[src/rtl/lcd_fb_arbiter.sv]
// Framebuffer arbiter: LCD scan reads have priority over buffered game-logic pixel writes.
// Optional macro LCD_FB_ARB_STARVE_GUARD_EN forces a write grant after 8 consecutive reads.
module lcd_fb_arbiter #(
  parameter int LCD_W      = 132,
  parameter int LCD_H      = 162,
  parameter int FIFO_DEPTH = 4
) (
  input  logic        clk,
  input  logic        rst,
  input  logic        rd_req,
  input  logic [7:0]  rd_x,
  input  logic [7:0]  rd_y,
  output logic [15:0] rd_data,
  output logic        rd_valid,
  input  logic        wr_req,
  input  logic [7:0]  wr_x,
  input  logic [7:0]  wr_y,
  input  logic [15:0] wr_data,
  output logic        wr_ready,
  output logic [14:0] ram_addr,
  output logic        ram_we,
  output logic [15:0] ram_wdata,
  input  logic [15:0] ram_rdata,
  output logic        busy
);

  localparam int PW = (FIFO_DEPTH > 1) ? $clog2(FIFO_DEPTH) : 1;
  localparam int CW = PW + 1;
  localparam logic [8:0] W9 = 9'(LCD_W);
  localparam logic [8:0] H9 = 9'(LCD_H);

  typedef enum logic [1:0] {IDLE, READ, READ_WAIT, WRITE} state_t;

  function automatic logic [14:0] pix_addr(input logic [7:0] x, input logic [7:0] y);
    return 15'(y) * 15'(LCD_W) + 15'(x);
  endfunction

  function automatic logic in_range(input logic [7:0] x, input logic [7:0] y);
    return ({1'b0, x} < W9) && ({1'b0, y} < H9);
  endfunction

  function automatic logic [PW-1:0] ptr_inc(input logic [PW-1:0] p);
    return (p == PW'(FIFO_DEPTH - 1)) ? '0 : p + 1'b1;
  endfunction

  state_t         state_q, state_d;
  logic           pend_q, pend_d, pend_oor_q, pend_oor_d, cur_oor_q, cur_oor_d;
  logic [14:0]    pend_addr_q, pend_addr_d;
  logic [PW-1:0]  wr_ptr_q, wr_ptr_d, rd_ptr_q, rd_ptr_d;
  logic [CW-1:0]  count_q, count_d;
  logic [14:0]    ram_addr_q, ram_addr_d;
  logic [15:0]    ram_wdata_q, ram_wdata_d, rd_data_q, rd_data_d;
  logic           ram_we_q, ram_we_d, rd_valid_q, rd_valid_d;
  logic           busy_q, busy_d, wr_ready_q, wr_ready_d;
  logic           push, pop, force_wr, rd_in;
  logic [14:0]    rd_addr;
  logic [14:0]    fifo_addr_q [FIFO_DEPTH];
  logic [15:0]    fifo_data_q [FIFO_DEPTH];

  assign rd_addr = pix_addr(rd_x, rd_y);
  assign rd_in   = in_range(rd_x, rd_y);

`ifdef LCD_FB_ARB_STARVE_GUARD_EN
  logic [3:0] guard_q, guard_d;
  assign force_wr = guard_q[3] && (count_q != '0);

  // Counts read grants made while writes are waiting; saturates at 8.
  always_comb begin
    guard_d = guard_q;
    if (state_d == WRITE || count_q == '0) guard_d = '0;
    else if (state_d == READ && state_q != READ && !guard_q[3]) guard_d = guard_q + 4'd1;
  end

  always_ff @(posedge clk or posedge rst) begin
    if (rst) guard_q <= '0;
    else     guard_q <= guard_d;
  end
`else
  assign force_wr = 1'b0;
`endif

  always_comb begin
    state_d     = state_q;
    pend_d      = pend_q;
    pend_addr_d = pend_addr_q;
    pend_oor_d  = pend_oor_q;
    cur_oor_d   = cur_oor_q;
    ram_addr_d  = ram_addr_q;
    ram_wdata_d = ram_wdata_q;
    ram_we_d    = 1'b0;
    rd_data_d   = rd_data_q;
    rd_valid_d  = 1'b0;
    pop         = 1'b0;
    // Out-of-range writes are acknowledged but never enter the FIFO.
    push        = wr_req && wr_ready_q && in_range(wr_x, wr_y);
    case (state_q)
      IDLE: begin
        if (count_q != '0 && (force_wr || (!pend_q && !rd_req))) begin
          pop         = 1'b1;
          state_d     = WRITE;
          ram_we_d    = 1'b1;
          ram_addr_d  = fifo_addr_q[rd_ptr_q];
          ram_wdata_d = fifo_data_q[rd_ptr_q];
          if (rd_req && !pend_q) begin
            pend_d      = 1'b1;
            pend_addr_d = rd_addr;
            pend_oor_d  = !rd_in;
          end
        end else if (pend_q) begin
          state_d   = READ;
          pend_d    = 1'b0;
          cur_oor_d = pend_oor_q;
          if (!pend_oor_q) ram_addr_d = pend_addr_q;
        end else if (rd_req) begin
          state_d   = READ;
          cur_oor_d = !rd_in;
          if (rd_in) ram_addr_d = rd_addr;
        end
      end
      READ: state_d = READ_WAIT;
      READ_WAIT: begin
        state_d    = IDLE;
        rd_valid_d = 1'b1;
        rd_data_d  = cur_oor_q ? 16'h0000 : ram_rdata;
      end
      WRITE: begin
        if (pend_q) begin
          state_d   = READ;
          pend_d    = 1'b0;
          cur_oor_d = pend_oor_q;
          if (!pend_oor_q) ram_addr_d = pend_addr_q;
        end else begin
          state_d = IDLE;
          if (rd_req) begin
            pend_d      = 1'b1;
            pend_addr_d = rd_addr;
            pend_oor_d  = !rd_in;
          end
        end
      end
      default: state_d = IDLE;
    endcase
    wr_ptr_d   = push ? ptr_inc(wr_ptr_q) : wr_ptr_q;
    rd_ptr_d   = pop ? ptr_inc(rd_ptr_q) : rd_ptr_q;
    count_d    = count_q + CW'(push) - CW'(pop);
    wr_ready_d = (count_d != CW'(FIFO_DEPTH));
    busy_d     = (state_d == READ) || (state_d == READ_WAIT) || pend_d || (count_d != '0);
  end

  always_ff @(posedge clk or posedge rst) begin
    if (rst) begin
      state_q     <= IDLE;
      pend_q      <= 1'b0;
      wr_ptr_q    <= '0;
      rd_ptr_q    <= '0;
      count_q     <= '0;
      ram_addr_q  <= '0;
      ram_wdata_q <= '0;
      ram_we_q    <= 1'b0;
      rd_data_q   <= '0;
      rd_valid_q  <= 1'b0;
      busy_q      <= 1'b0;
      wr_ready_q  <= 1'b1;
    end else begin
      state_q     <= state_d;
      pend_q      <= pend_d;
      wr_ptr_q    <= wr_ptr_d;
      rd_ptr_q    <= rd_ptr_d;
      count_q     <= count_d;
      ram_addr_q  <= ram_addr_d;
      ram_wdata_q <= ram_wdata_d;
      ram_we_q    <= ram_we_d;
      rd_data_q   <= rd_data_d;
      rd_valid_q  <= rd_valid_d;
      busy_q      <= busy_d;
      wr_ready_q  <= wr_ready_d;
    end
  end

  always_ff @(posedge clk) begin
    pend_addr_q <= pend_addr_d;
    pend_oor_q  <= pend_oor_d;
    cur_oor_q   <= cur_oor_d;
    if (push) begin
      fifo_addr_q[wr_ptr_q] <= pix_addr(wr_x, wr_y);
      fifo_data_q[wr_ptr_q] <= wr_data;
    end
  end

  assign rd_data   = rd_data_q;
  assign rd_valid  = rd_valid_q;
  assign wr_ready  = wr_ready_q;
  assign ram_addr  = ram_addr_q;
  assign ram_we    = ram_we_q;
  assign ram_wdata = ram_wdata_q;
  assign busy      = busy_q;

endmodule

[config.mk]
export PLATFORM = sky130hd
export DESIGN_NAME = lcd_fb_arbiter
export DESIGN_NICKNAME = d
export VERILOG_FILES = /design/src/rtl/lcd_fb_arbiter.sv
export SDC_FILE = /design/constraint.sdc
export NUM_CORES = 1
export LEC_CHECK = 0
export BUFFER_PORTS_ARGS = -buffer_cell sky130_fd_sc_hd__buf_4
export CORE_UTILIZATION = 25
export DETAILED_ROUTE_END_ITERATION = 16
export GPL_TIMING_DRIVEN = 0
export HOLD_SLACK_MARGIN = 0.02
export PLACE_DENSITY = 0.48
export REMOVE_ABC_BUFFERS = 1
export SLEW_MARGIN = 20
export SYNTH_ARGS = -nofsm -noshare
export SYNTH_HDL_FRONTEND = slang
export SYNTH_SLANG_ARGS = --single-unit
[constraint.sdc]
create_clock -name clk -period 3.8 [get_ports clk]
set_input_delay 0.38 -clock clk [delete_from_list [all_inputs] [get_ports clk]]
set_output_delay 0.38 -clock clk [all_outputs]
set_load 0.02 [all_outputs]
# ---- Word-level counts from Yosys, hierarchy flattened
# Memories as Yosys holds them, arrays and structs flattened. A register that Yosys moved wholly into a read port is not among the register bits.
# Index checks and enable logic that the tools add are counted.
dict set report word_totals {
  mem_count 2
  mem_bits_rw 124
  out_inout_bits 51
  word_cells 105
  reg_bits 62
}
# memory words word_bits rd rd_clocked_by_memory_dff write_ports line
set memory_table {}
lappend memory_table {fifo_data_q 4 16 1 1 1 58} ;# logic [15:0] fifo_data_q [FIFO_DEPTH];
lappend memory_table {fifo_addr_q 4 15 1 0 1 57} ;# logic [14:0] fifo_addr_q [FIFO_DEPTH];
dict set report classes {
  muxes 39
  multipliers 2
  eq_ne 17
  reduce_logical 21
  n_addsub 6
  n_lt_le_gt_ge 4
}
# cell count
set ops {}
lappend ops {{2-to-1 mux 15 bit} 10}
lappend ops {{case mux 15 bit (2 select lines)} 2}
lappend ops {{less-than comparator 8 bit, second input constant} 4}
lappend ops {{adder 15 x 8 -> 15 bit} 2}
lappend ops {{multiplier 8 x 6 -> 13 bit, second input constant} 2}
lappend ops {{2-to-1 mux 1 bit} 17}
lappend ops {{2-to-1 mux 16 bit} 1}
lappend ops {{inequality test 2 bit, second input constant} 6}
lappend ops {{== test 2 bit, second input constant} 5}
lappend ops {{2-to-1 mux 2 bit} 5}
lappend ops {{inequality test 4 bit, second input constant} 2}
lappend ops {{case mux 2 bit (4 select lines)} 1}
lappend ops {{AND reduction 4 bit} 2}
lappend ops {{logical AND 1 bit} 7}
lappend ops {{inequality test 3 bit, second input constant} 2}
lappend ops {{case mux 1 bit (2 select lines)} 3}
lappend ops {{nonzero test 3 bit} 2}
lappend ops {{AND reduction 5 bit} 1}
lappend ops {{adder 2 x 1 -> 2 bit, second input constant} 2}
lappend ops {{== test 2 x 1 -> 1 bit, second input constant} 2}
lappend ops {{adder 3 x 1 -> 3 bit} 1}
lappend ops {{zero test 1 bit} 3}
lappend ops {{logical OR 1 bit} 3}
lappend ops {{subtractor 3 x 1 -> 3 bit} 1}
lappend ops {{3 further kinds} 3}

# ---- Logic depth before layout (Yosys ltp)
dict set report depth {
  word_depth 9
  depth_mapped 13
  ltp_nobuf 12
}

# ---- Least setup slack after synthesis
# No wires, ideal clock.
dict set report synth_path {
  path_type {register to register}
  startpoint {reg count_q[1]}
  endpoint {reg busy_q, in the netlist busy}
  path_stages_with_launch 14
  period_less_slack_ns 2.829
  t_arrival_ns 2.704
  slack_ns 0.971
  required_ns 3.675
  setup_time_ns 0.125
  path_cell_list {dfrtp_1 or3_1 nand2b_1 buf_4 nor3b_1 buf_2 buf_2 ha_1 inv_1 ha_1 fa_1 xnor2_1 nor4_1 nand2_1}
}
dict set report synth_between {
  elab_cells_between_ends 16
  cone_classes {2 x add/sub; 2 x eq/ne; 6 x mux; 6 x reduce/logical}
}
# item line
set synth_rtl {}
lappend synth_rtl {{from (decl)} 50} ;# logic [CW-1:0] count_q, count_d;
lappend synth_rtl {{from (signal assigned)} 169} ;# count_q <= count_d;
lappend synth_rtl {{nonzero test 3 bit} 98} ;# if (count_q != '0 && (force_wr || (!pend_q && !rd_req))) begin
lappend synth_rtl {{logical AND 1 bit} 98}
lappend synth_rtl {{2-to-1 mux 1 bit} 98}
lappend synth_rtl {{2-to-1 mux 1 bit} 96} ;# case (state_q)
lappend synth_rtl {{via pop} 55} ;# logic push, pop, force_wr, rd_in;
lappend synth_rtl {{subtractor 3 x 1 -> 3 bit} 145} ;# count_d = count_q + CW'(push) - CW'(pop);
lappend synth_rtl {{via count_d[2]} 50}
lappend synth_rtl {{nonzero test 3 bit} 147} ;# busy_d = (state_d == READ) || (state_d == READ_WAIT) || pend_d || (count_d != '0);
lappend synth_rtl {{logical OR 1 bit} 147}
lappend synth_rtl {{via busy_d} 54} ;# logic busy_q, busy_d, wr_ready_q, wr_ready_d;
lappend synth_rtl {{to (signal assigned)} 175} ;# busy_q <= busy_d;
lappend synth_rtl {{to (decl)} 54}
# The timed path passes the listed nets, and every way through them passes these cells.
# A chain may end at the register's enable or synchronous reset.

# ---- Final worst setup path
dict set report layout_path {
  startpoint {reg count_q[1]}
  endpoint {reg busy_q, in the netlist busy}
}
dict set report layout_between {
  elab_cells_between_ends 16
  cone_classes {2 x add/sub; 2 x eq/ne; 6 x mux; 6 x reduce/logical}
}
# item line
set layout_rtl {}
lappend layout_rtl {{nonzero test 3 bit} 98}
lappend layout_rtl {{logical AND 1 bit} 98}
lappend layout_rtl {{2-to-1 mux 1 bit} 98}
lappend layout_rtl {{2-to-1 mux 1 bit} 96}
lappend layout_rtl {{subtractor 3 x 1 -> 3 bit *} 145}
lappend layout_rtl {{via count_d[2]} 50}
lappend layout_rtl {{nonzero test 3 bit *} 147}
lappend layout_rtl {{logical OR 1 bit *} 147}
lappend layout_rtl {{via busy_d} 54}
# The timed path passes the listed nets; every way through them passes the cells marked *.

==> metrics.cfg <==
[clock_network]
numCtsBuffers=23
root_buffer=clkbuf_16
htree_levels=1
cts.sinks=202
cts_buffer_depth=3
clkTransAtPathRegs_ns=0.06
cts_setup_buffers=0
clock_latency_ns=0.53
cts_tree=yes

[worst_setup_path]
start_kind=register
arrival_ns=3.39
worstSetupEndpointType=register
cp.required_ns=4.19
rr_worst_depth=10
crit_type=register to register
crit_fanout=11

[logic_synthesis]
async_reset_ff_share_pct=30.2
synth_top_family_by_area=multiplexers
ys_warn_count=0
synth_simple_gate_area_share_pct=6.18
synth.distinct_cells=59
synth_compound_area_share_pct=8.40
synth-edff-count=141
ys_seq_area_share_pct=62.4
netlist_area_um2=9240
syn-mean-instance-area_um2=14.5
synthMuxAreaShare_pct=10.6
synthCells=638
synthFlopType=edfxtp_1
synth_fa_ha_area_share_pct=6.64
synth-xor-area-share_pct=2.75
yosys_register_bits=202

[global_route]
grt_pass1_wl_mm=33.8
grt_overflow=0
grt_pass1_vias=5669
grt_max_degree=34
grt_use_total_pct=11.5
antenna_found_initial=0

[detailed_routing]
wl_mm=21.3
vias=5541
drt_pass1_iterations=6
via_per_inst=4.41
routedWlPerCell_um=17.0
drc=0
detail-route-antenna-nets=0
initialDrtViolationCount=350

[timing]
rsz0062_at_grt=no
setup_viol=0
drv_slew=0
setup_ws_ns=0.800
finClkSkew_ns=0.0163
fin_crit_ns=3.00
slew_headroom_pct=44.1
finalHoldViolations=0
fmax_ghz=0.333
fin_crit_sh_pct=78.9
worstMarginPinSlew_ns=0.837

[place]
io_buffers=118
gp_congestion=0.748
dp_hpwl_mm=14.7
dp_slack_ns=0.416

[floorplanning]
core_um2=36500
rows=70
io_pins=119
initial_core_util_pct=25.3
die-height_um=194
dieWidth_um=194
dieArea_um2=37700

[power_and_ir_drop]
seqPwrFrac_pct=38.1
p_int_uw=5670
power.share.combinational_pct=35.4
p_leak_uw=0.00443
clkPwrFrac_pct=26.5
p_per_area_nw_per_um2=738
irDropWorstVdd_uv=375
switchingPower_uw=2890
switching_share_pct=33.8
power_uw=8560

[layout]
layout-drive-gt1-share_pct=29.7
antenna_cells=0
synthToLayoutAreaGrowth_pct=25.6
final_nets=886

[worst_hold_path]
hold_depth=1
hp-class=input port to register

[run]
cap_viol_max_count=0

[status]
status=completed

flip-flops by register name, indices dropped and copies added (netlist names), 3 cells and up:
name and count:
count_q 3, fifo_addr_q 60, fifo_data_q 64, pend_addr_q 15, ram_addr 15, ram_wdata 16
rd_data 16
worst paths after layout:
path                          startpoint           endpoint  slack [ns]
setup / recovery              count_q[1]               busy        0.80
hold / removal                   wr_x[1]  fifo_addr_q[1][1]        0.05
setup reg to reg              count_q[1]               busy        0.80
hold reg to reg            ram_wdata[11]      ram_wdata[11]        0.51
max in group asynchronous            rst           wr_ready        2.76
min in group asynchronous            rst        rd_data[15]        0.44
layer usage:
metal / GRT usage, % / share of wire (%) / vias to the layer above
met5: 0 / 0 / -
met4: 2.38 / 1.7 / 0
met3: 2.57 / 4.9 / 32
met2: 17.6 / 45 / 124
met1: 16.6 / 49 / 2738
li1: - / - / 2647
critical path, cell delays in order (launching register included):
cell and delay, ns:
dfrtp_1 0.41, or3_1 0.40, nand2b_1 0.37, nor3b_2 0.14, ha_1 0.30, inv_1 0.04
ha_1 0.18, fa_1 0.38, xnor2_1 0.17, nor4_1 0.34, nand2_1 0.13
cell families (layout without fill, tap and decap cells):
| kind of cell | after synthesis | count (layout) |
|---|---|---|
| AOI/OAI and AO/OA | 115 | 115 |
| xor gates and xnor gates | 29 | 29 |
| adders and majority gates | 46 | 46 |
| buffers and inverters | 68 | 219 |
| DFF | 202 | 202 |
| muxes | 57 | 57 |
| and+or+nand+nor | 121 | 121 |
layout make-up:
type / instances / area (µm²)
multi-input combinational: 368 / 3220
clock buffer: 28 / 594
timing repair buffer: 132 / 1090
fill: 3640 / 24900
clock inverter: 14 / 169
tap: 468 / 586
sequential: 202 / 5770
inverter: 45 / 171
power by group through the flow:
stage,clock [µW],combinational [µW],sequential [µW]
2_1_floorplan,0,1560,3580
3_3_place_gp,0,2810,3450
3_5_place_dp,0,3060,3320
4_1_cts,2350,3080,3280
5_1_grt,2430,3310,3340
6_report,2270,3030,3260
layout by cell type, fill, tap and decap left out, drive strengths merged, types with 4 or more instances in the layout:
master,Yosys,final
nor2,42,42
clkbuf,10,28
and2,6,6
nand2,35,35
mux2i,7,7
ha,41,41
edfxtp,141,141
xnor2,25,25
mux2,19,19
nor2b,7,7
clkinv,0,9
a211oi,6,6
a21boi,4,4
bufinv,0,4
xor2,4,4
a21oi,28,28
nand3,4,4
dfrtp,60,60
o22ai,8,8
mux4,31,31
nand2b,9,9
buf,13,129
a21o,6,6
inv,45,46
fa,5,5
o22a,4,4
o31ai,5,5
o21ai,32,32
cell usage after synthesis, drive strengths merged (3+ instances only):
cell type / number / share of area (%)
a31oi: 3 / 0.27
xnor2: 25 / 2.4
inv: 45 / 1.8
xor2: 4 / 0.38
nor2: 42 / 1.7
a211oi: 6 / 0.49
o31ai: 5 / 0.41
a21oi: 28 / 1.7
a21o: 6 / 0.49
buf: 13 / 0.77
ha: 41 / 5.6
nor2b: 7 / 0.47
or3: 3 / 0.20
mux2i: 7 / 0.76
edfxtp: 141 / 46
o22a: 4 / 0.38
nand2: 35 / 1.4
mux4: 31 / 7.6
mux2: 19 / 2.3
a21boi: 4 / 0.33
nand2b: 9 / 0.61
fa: 5 / 1.1
o21ai: 32 / 1.7
nand3: 4 / 0.22
and2: 6 / 0.41
clkbuf: 10 / 0.41
o21a: 3 / 0.24
dfrtp: 60 / 16
o22ai: 8 / 0.54
nor4: 3 / 0.27
nor3: 3 / 0.16
stage by stage:
| stage | instances | hold slack, ns | setup TNS, ns | instance area (µm²) | utilization (%) |
|---|---|---|---|---|---|
| finish | 1257 | 0.0532 | 0 | 11600 | 31.8 |
| global route | 1257 | 0.0266 | 0 | 11600 | 31.8 |
| CTS | 1257 | 0.0220 | 0 | 11600 | 31.8 |
| detailed placement | 1212 | 0.428 | 0 | 10800 | 29.6 |
| global placement | 1201 | 0.475 | -23.43 | 10600 | 29.0 |
| floorplan | 615 | 0.437 | 0 | 9130 | - |
timing repair:
item | 4_1_cts | 5_1_grt
resized for setup | 0 | 0
endpoints found under the hold margin | 30 | 0
hold buffers | 3 | 0
(Power assumes the default switching activity.)
